File: src/rtl/types_pkg.sv
// Shared types for the rename/dispatch slice.
// Provides the renamed-uop record (rename_data), the dispatch output record
// (dispatch_data = rename_data plus source ready bits), the functional-unit
// routing enum and the physical-register index width.
package types_pkg;

    localparam int unsigned PREG_W    = 7;
    localparam int unsigned ROB_TAG_W = 5;

    typedef enum logic [1:0] {
        FU_ALU = 2'd0,
        FU_BR  = 2'd1,
        FU_MEM = 2'd2
    } fu_t;

    typedef logic [3:0] alu_op_t;
    typedef logic [6:0] opcode_t;

    typedef struct packed {
        logic [31:0]          pc;
        logic [PREG_W-1:0]    ps1;
        logic [PREG_W-1:0]    ps2;
        logic [PREG_W-1:0]    pd_old;
        logic [PREG_W-1:0]    pd_new;
        logic [31:0]          imm;
        logic [ROB_TAG_W-1:0] rob_tag;
        fu_t                  fu;
        alu_op_t              ALUOp;
        opcode_t              Opcode;
        logic [2:0]           func3;
        logic [6:0]           func7;
    } rename_data;

    typedef struct packed {
        rename_data uop;
        logic       ps1_rdy;
        logic       ps2_rdy;
    } dispatch_data;

endpackage

File: src/rtl/busy_table.sv
// Physical-register busy table.
// Ports:
//   clk, reset        clock, asynchronous active-high reset (all entries idle)
//   set_en, set_idx   mark a destination preg busy (wins over a same-index clear)
//   clr_en, clr_idx   writeback clears the preg's busy bit
//   rd_idx1/rd_idx2   two combinational read ports
//   rd_rdy1/rd_rdy2   operand ready: preg 0, not busy, or being written back now
module busy_table
    import types_pkg::*;
#(
    parameter int unsigned NPREG = 128
) (
    input  logic              clk,
    input  logic              reset,
    input  logic              set_en,
    input  logic [PREG_W-1:0] set_idx,
    input  logic              clr_en,
    input  logic [PREG_W-1:0] clr_idx,
    input  logic [PREG_W-1:0] rd_idx1,
    input  logic [PREG_W-1:0] rd_idx2,
    output logic              rd_rdy1,
    output logic              rd_rdy2
);

    logic [NPREG-1:0] busy_q;
    logic [NPREG-1:0] busy_d;

    always_comb begin
        busy_d = busy_q;
        if (clr_en) busy_d[clr_idx] = 1'b0;
        // Reallocation of a preg being written back must leave it busy.
        if (set_en) busy_d[set_idx] = 1'b1;
        busy_d[0] = 1'b0;
    end

    always_ff @(posedge clk or posedge reset) begin
        if (reset) busy_q <= '0;
        else       busy_q <= busy_d;
    end

    // CDB bypass: a source written back this cycle is already ready.
    assign rd_rdy1 = (rd_idx1 == '0) || !busy_q[rd_idx1] || (clr_en && clr_idx == rd_idx1);
    assign rd_rdy2 = (rd_idx2 == '0) || !busy_q[rd_idx2] || (clr_en && clr_idx == rd_idx2);

endmodule

File: src/rtl/dispatch.sv
// Dispatch stage: in-order queue between rename and the ROB/reservation stations.
// Ports:
//   clk, reset                     clock, asynchronous active-high reset
//   valid_in, data_in, ready_in    rename handshake (ready_in registered, = !full)
//   mispredict                     flush queue at the edge
//   cdb_valid, cdb_tag             writeback broadcast (clears busy, snoops queue)
//   rob_ready, rs_*_ready          downstream capacity
//   rob_alloc, rs_*_alloc          allocate strobes for the head uop
//   data_out                       head uop with current operand ready bits
module dispatch
    import types_pkg::*;
#(
    parameter int unsigned DEPTH = 2,
    parameter int unsigned NPREG = 128
) (
    input  logic              clk,
    input  logic              reset,
    input  logic              valid_in,
    input  rename_data        data_in,
    output logic              ready_in,
    input  logic              mispredict,
    input  logic              cdb_valid,
    input  logic [PREG_W-1:0] cdb_tag,
    input  logic              rob_ready,
    input  logic              rs_alu_ready,
    input  logic              rs_br_ready,
    input  logic              rs_mem_ready,
    output logic              rob_alloc,
    output logic              rs_alu_alloc,
    output logic              rs_br_alloc,
    output logic              rs_mem_alloc,
    output dispatch_data      data_out
);

    localparam int unsigned PTR_W = (DEPTH > 1) ? $clog2(DEPTH) : 1;
    localparam int unsigned CNT_W = $clog2(DEPTH + 1);

    rename_data       q_uop [DEPTH];
    logic [DEPTH-1:0] rdy1_q, rdy1_d;
    logic [DEPTH-1:0] rdy2_q, rdy2_d;
    logic [PTR_W-1:0] head_q, head_d;
    logic [PTR_W-1:0] tail_q, tail_d;
    logic [CNT_W-1:0] count_q, count_d;
    logic             ready_q;

    logic       push;
    logic       fire;
    logic       head_valid;
    logic       sel_ready;
    logic       is_br;
    logic       is_mem;
    logic       bt_rdy1;
    logic       bt_rdy2;
    rename_data head_uop;

    assign push       = valid_in && ready_q && !mispredict;
    assign head_valid = (count_q != '0);
    assign head_uop   = q_uop[head_q];

    busy_table #(
        .NPREG (NPREG)
    ) u_busy_table (
        .clk     (clk),
        .reset   (reset),
        .set_en  (push && (data_in.pd_new != '0)),
        .set_idx (data_in.pd_new),
        .clr_en  (cdb_valid),
        .clr_idx (cdb_tag),
        .rd_idx1 (data_in.ps1),
        .rd_idx2 (data_in.ps2),
        .rd_rdy1 (bt_rdy1),
        .rd_rdy2 (bt_rdy2)
    );

    // Routing; the reserved fu encoding falls through to the ALU station.
    always_comb begin
        is_br     = 1'b0;
        is_mem    = 1'b0;
        sel_ready = rs_alu_ready;
        case (head_uop.fu)
            FU_BR: begin
                is_br     = 1'b1;
                sel_ready = rs_br_ready;
            end
            FU_MEM: begin
                is_mem    = 1'b1;
                sel_ready = rs_mem_ready;
            end
            default: sel_ready = rs_alu_ready;
        endcase
    end

    assign fire         = head_valid && rob_ready && sel_ready && !mispredict;
    assign rob_alloc    = fire;
    assign rs_alu_alloc = fire && !is_br && !is_mem;
    assign rs_br_alloc  = fire && is_br;
    assign rs_mem_alloc = fire && is_mem;
    assign ready_in     = ready_q;

    always_comb begin
        data_out = '0;
        if (head_valid) begin
            data_out.uop     = head_uop;
            data_out.ps1_rdy = rdy1_q[head_q] || (cdb_valid && head_uop.ps1 == cdb_tag);
            data_out.ps2_rdy = rdy2_q[head_q] || (cdb_valid && head_uop.ps2 == cdb_tag);
        end
    end

    // Snoop every entry; stale entries outside the valid window are harmless.
    always_comb begin
        rdy1_d = rdy1_q;
        rdy2_d = rdy2_q;
        if (cdb_valid) begin
            for (int i = 0; i < DEPTH; i++) begin
                if (q_uop[i].ps1 == cdb_tag) rdy1_d[i] = 1'b1;
                if (q_uop[i].ps2 == cdb_tag) rdy2_d[i] = 1'b1;
            end
        end
        if (push) begin
            rdy1_d[tail_q] = bt_rdy1;
            rdy2_d[tail_q] = bt_rdy2;
        end
    end

    always_comb begin
        head_d  = head_q;
        tail_d  = tail_q;
        count_d = count_q;
        if (mispredict) begin
            head_d  = '0;
            tail_d  = '0;
            count_d = '0;
        end else begin
            // Power-of-two depth: pointer increment wraps naturally.
            if (push) tail_d = tail_q + 1'b1;
            if (fire) head_d = head_q + 1'b1;
            case ({push, fire})
                2'b10:   count_d = count_q + 1'b1;
                2'b01:   count_d = count_q - 1'b1;
                default: count_d = count_q;
            endcase
        end
    end

    always_ff @(posedge clk or posedge reset) begin
        if (reset) begin
            head_q  <= '0;
            tail_q  <= '0;
            count_q <= '0;
            ready_q <= 1'b1;
            rdy1_q  <= '0;
            rdy2_q  <= '0;
        end else begin
            head_q  <= head_d;
            tail_q  <= tail_d;
            count_q <= count_d;
            ready_q <= (count_d != CNT_W'(DEPTH));
            rdy1_q  <= rdy1_d;
            rdy2_q  <= rdy2_d;
        end
    end

    // Payload storage needs no reset: data_out is gated by head_valid.
    always_ff @(posedge clk) begin
        if (push) q_uop[tail_q] <= data_in;
    end

endmodule
File: config.mk
export PLATFORM = sky130hd
export DESIGN_NAME = dispatch
export DESIGN_NICKNAME = d
export VERILOG_FILES = /design/src/rtl/types_pkg.sv /design/src/rtl/busy_table.sv /design/src/rtl/dispatch.sv
export SDC_FILE = /design/constraint.sdc
export NUM_CORES = 1
export LEC_CHECK = 0
export CELL_PAD_IN_SITES_DETAIL_PLACEMENT = 0
export CELL_PAD_IN_SITES_GLOBAL_PLACEMENT = 2
export CORE_UTILIZATION = 25
export CTS_CLUSTER_DIAMETER = 200
export CTS_CLUSTER_SIZE = 12
export DETAILED_ROUTE_END_ITERATION = 6
export MAX_ROUTING_LAYER = met4
export PLACE_DENSITY_LB_ADDON = 0.1
export SYNTH_ARGS = -nofsm -noshare
export SYNTH_HDL_FRONTEND = slang
export SYNTH_SLANG_ARGS = --single-unit
File: constraint.sdc
create_clock -name clk -period 7.1 [get_ports clk]
set_input_delay 1.42 -clock clk [delete_from_list [all_inputs] [get_ports clk]]
set_output_delay 1.42 -clock clk [all_outputs]
set_load 0.02 [all_outputs]
==> results.txt <==
The run finished with clean final reports. Setup violations remaining at the end of the flow were counted as 0. Total count of hold-check failures in the final report: 0.

For this design the top-level I/O count stands at 263. Yosys mapped a number of flops with a built-in enable equal to 240. Capturing element type of the critical path: a primary output. Across all register-to-register paths, the minimum setup slack is 3.53 ns.

The placeable core area is 0.0676 mm². In this run the remaining antenna-violating nets after routing total 0. STA classifies the critical path startpoint as a register. The run gives 43 as the count of cell types in the netlist.

Wires add up to 62.4 mm. The largest net degree at the start of global routing came out at 87. The share of final-layout standard cells stronger than drive strength 1 was 0.0898; the number of instances in the synthesized netlist was 1307. TritonCTS built the clock tree. In this run the critical register-to-register path is captured at ready_in. Prior to clock tree synthesis, the placed netlist has a worst setup slack of 1.87 ns. For hold timing, the worst endpoint is u_busy_table.busy_q[81]. The floorplan step set the die height to 265 µm.

The library cells used most frequently in the layout, excluding fill and tap cells, are sky130_fd_sc_hd__clkdlybuf4s50_1, sky130_fd_sc_hd__o21ai_0, sky130_fd_sc_hd__edfxtp_1. The highest-delay cell along the critical path is sky130_fd_sc_hd__dfrtp_4. The worst-case setup margin in the final layout was 1.82 ns.

Data arrives at the worst endpoint at 3.86 ns. Row count: 95. In this run the post-CTS setup repair buffer count came out at 0. During synthesis, Yosys emitted a total of 0 warnings. The minimum period implied by the final worst setup slack works out to 5.28 ns. In the final routed layout, each cell accounts on average for 25.4 µm.

The async set or reset register ratio after synthesis came out at 0.362. For the fraction of the yosys area taken by sequential cells, the log shows 0.616. The first global-routing pass estimated 90.1 mm of wire. The worst hold path depth was 2. The number of global-route vias before repair was 12300; the initial core utilization was 0.255. The final clock period utilization by the worst path is 0.744. In this run, the number of DRC markers left after iteration 0 of detailed routing was 716. The detailed router placed 12000 vias in this run.

At the later pin of the worst-skew pair, clock insertion delay measures 0.57 ns. After synthesis the cells add up to 0.0172 mm². The number of antenna violations at the first check in global routing was 7.

The count of buffers added on input and output ports is 262. The max-cap violation count came out at 0. The largest voltage drop on the vdd net was 126 µV; the setup clock skew after layout was 0.0275 ns. The number of buffers inserted by hold repair at cts was 0.

The type of the tightest min-delay check is register to register. The number of max-slew violations in the final report came out at 0. Static timing analysis puts the maximum clock frequency at 0.189 GHz. The signal on the critical path passes through mux2i_1 > inv_1 > ha_1 > a21oi_1 > nand3_1 > nor2_1 > and2_1 > clkdlybuf4s50_1. The number of flip-flops and latches in the synthesized netlist was 376. Leaving out fill and tap cells, the most frequent cell in the layout is sky130_fd_sc_hd__clkdlybuf4s50_1.

For this design, the sink count on the clock tree is 376. Setup repair after global routing left no endpoint under its margin. Worst min-delay path startpoint: u_busy_table.busy_q[81]. For this design the static power due to leakage is 7.49 nW. Summed over all layers, the global routing overflow is 0. The per-cell via count in the routed design is 4.88. Clock tree synthesis inserted a total of 37 buffers. The die covers 0.0700 mm². Setup TNS: 0 ns. The kind of cell with the highest combined delay along the critical path is flip-flops.

In this design, the stage delay of the slowest critical-path cell is 1.13 ns. The slew at the pin closest to its max-slew limit was 1.16 ns; the synthesized net count was 1446. The detailed-routing iteration count for the pre-antenna-repair pass was 7. The most used flip-flop cell after synthesis is sky130_fd_sc_hd__edfxtp_1.

The run gives 0.325 as the fraction of the core area covered by cells at the end of the flow. Averaged over all synthesized cells, the footprint is 13.2 µm². After legalization and detailed placement, the total HPWL measured 40.3 mm. For the remaining routing DRC violations, the log shows 0. The relative max-transition margin was 0.224.

The number of gates given a new drive strength after cts came out at 0. The tree is rooted in a sky130_fd_sc_hd__clkbuf_16. The global placer's final weighted congestion is 0.754.

The worst register-to-register path begins at head_q. The net count of the finished layout is 1696. The horizontal die dimension was 265 µm; the area growth from synthesis to final layout was 27.4%. The length in cells of the worst reg-to-reg path is 10. The biggest fanout along the worst timing path came out at 55. For the required time at the endpoint of the critical path, the log shows 5.68 ns. The sum of buffers and inverters on the critical path works out to 2. Clock-pin slew was measured on the worst setup and hold paths at 0.06 ns. The H-tree was split into 2 levels.

For this design the ratio of total power to cell area is 242 mW/mm². The worst-case clock buffer depth was 3. For the overall track demand over capacity in global routing, the log shows 0.182. The class of the most critical setup path is register to primary output.
[cell usage after synthesis (2+ instances only)]
master	count	area share
sky130_fd_sc_hd__mux2_2	5	0.0033
sky130_fd_sc_hd__mux2i_1	148	0.086
sky130_fd_sc_hd__nor4_1	6	0.0022
sky130_fd_sc_hd__a21oi_1	6	0.0017
sky130_fd_sc_hd__mux4_2	54	0.071
sky130_fd_sc_hd__clkbuf_1	52	0.011
sky130_fd_sc_hd__nand2_1	39	0.0085
sky130_fd_sc_hd__xor2_1	17	0.0086
sky130_fd_sc_hd__or3_1	2	0.00073
sky130_fd_sc_hd__o211ai_1	2	0.00087
sky130_fd_sc_hd__edfxtp_1	240	0.42
sky130_fd_sc_hd__xnor2_1	43	0.022
sky130_fd_sc_hd__a221o_1	2	0.0012
sky130_fd_sc_hd__nor2_1	153	0.033
sky130_fd_sc_hd__mux4_1	8	0.012
sky130_fd_sc_hd__nand3_1	26	0.0076
sky130_fd_sc_hd__buf_2	11	0.0032
sky130_fd_sc_hd__buf_1	16	0.0035
sky130_fd_sc_hd__nand2b_1	3	0.0011
sky130_fd_sc_hd__ha_1	3	0.0022
sky130_fd_sc_hd__nor3_1	6	0.0017
sky130_fd_sc_hd__or4b_2	2	0.0012
sky130_fd_sc_hd__o21ai_0	258	0.075
sky130_fd_sc_hd__o31ai_1	3	0.0013
sky130_fd_sc_hd__a31oi_1	5	0.0018
sky130_fd_sc_hd__dfrtp_1	135	0.20
sky130_fd_sc_hd__inv_1	7	0.0015
sky130_fd_sc_hd__o221ai_1	2	0.0010
sky130_fd_sc_hd__buf_4	2	0.00087
sky130_fd_sc_hd__nand4_1	16	0.0058
sky130_fd_sc_hd__and2_1	4	0.0015
sky130_fd_sc_hd__nand3b_1	4	0.0017
sky130_fd_sc_hd__nor2b_1	14	0.0051
sky130_fd_sc_hd__o22ai_1	4	0.0015
[cell type report]
class / instances / area (µm²)
diodes: 7 / 17.5
clock buffers: 59 / 1010
clock inverters: 4 / 50.0
fillers: 6770 / 45700
inverters: 7 / 31.3
multi-input cells: 842 / 6270
flip-flops and latches: 376 / 10600
well taps: 873 / 1090
repair buffers: 293 / 2870
[registers in the layout, indices dropped and copies added (netlist names)]
register,count
head_q,1
count_q,2
q_uop,240
rdy2_q,2
ready_in,1
u_busy_table.busy_q,127
tail_q,1
rdy1_q,2
[layer usage]
metal  wire, µm  up-vias  global-route usage
li1           -     5401                   -
met1      28300     6208               0.240
met2      29400      334               0.286
met3       3540       70              0.0402
met4       1170        0              0.0402
met5          0        -                   -
[stage by stage]
step                      std cells  hold slack [ns]  power (mW)  cell area, µm²
after global placement         2391            0.501        3.50           20900
after global routing           2461            0.560        5.55           22000
after CTS                      2454            0.527        5.41           21900
after detailed placement       2391            0.512        3.51           20900
after floorplan                1307            0.477        3.06           17200
final                          2461            0.530        5.32           22000
[logic make-up (layout without fill, tap and decap cells)]
logic type               count (synthesis)  after routing  synth area share
AO/OA/AOI/OAI                          286            286            0.0864
buffers and inverters                   89            363            0.0211
XOR/XNOR                                60             60            0.0305
other                                    0              7                 0
multiplexers                           215            215             0.172
AND/OR/NAND/NOR                        278            278            0.0718
flip-flops                             376            376             0.616
adder cells (fa/ha/maj)                  3              3           0.00218
[report_power, final]
part           switching, mW  internal, mW  leakage, nW
clock network          0.889         0.981        0.505
logic                  0.510         0.390         2.94
registers             0.0740          2.47         4.04
total                   1.47          3.84         7.49
[worst max path at each step]
stage | start | endpoint | slack (ns) | cells past startpoint
2_1_floorplan | mispredict | rdy1_q[1] | 1.32 | 5
3_3_place_gp | cdb_tag[0] | data_out[1] | 1.88 | 6
3_5_place_dp | cdb_tag[0] | data_out[0] | 1.87 | 7
4_1_cts | head_q | rs_br_alloc | 1.67 | 8
5_1_grt | head_q | rs_br_alloc | 1.50 | 8
6_report | head_q | rs_br_alloc | 1.82 | 8
[worst register-to-register path, stage by stage, from the launching register on]
cell	delay, ns
sky130_fd_sc_hd__dfrtp_4	1.13
sky130_fd_sc_hd__mux2i_1	0.42
sky130_fd_sc_hd__inv_1	0.08
sky130_fd_sc_hd__ha_1	0.30
sky130_fd_sc_hd__a21oi_1	0.15
sky130_fd_sc_hd__nand3_1	0.15
sky130_fd_sc_hd__nor2_1	0.31
sky130_fd_sc_hd__ha_1	0.33
sky130_fd_sc_hd__or3_1	0.35
sky130_fd_sc_hd__a21oi_1	0.19
sky130_fd_sc_hd__o21ai_0	0.11
(Power assumes the default switching activity.)
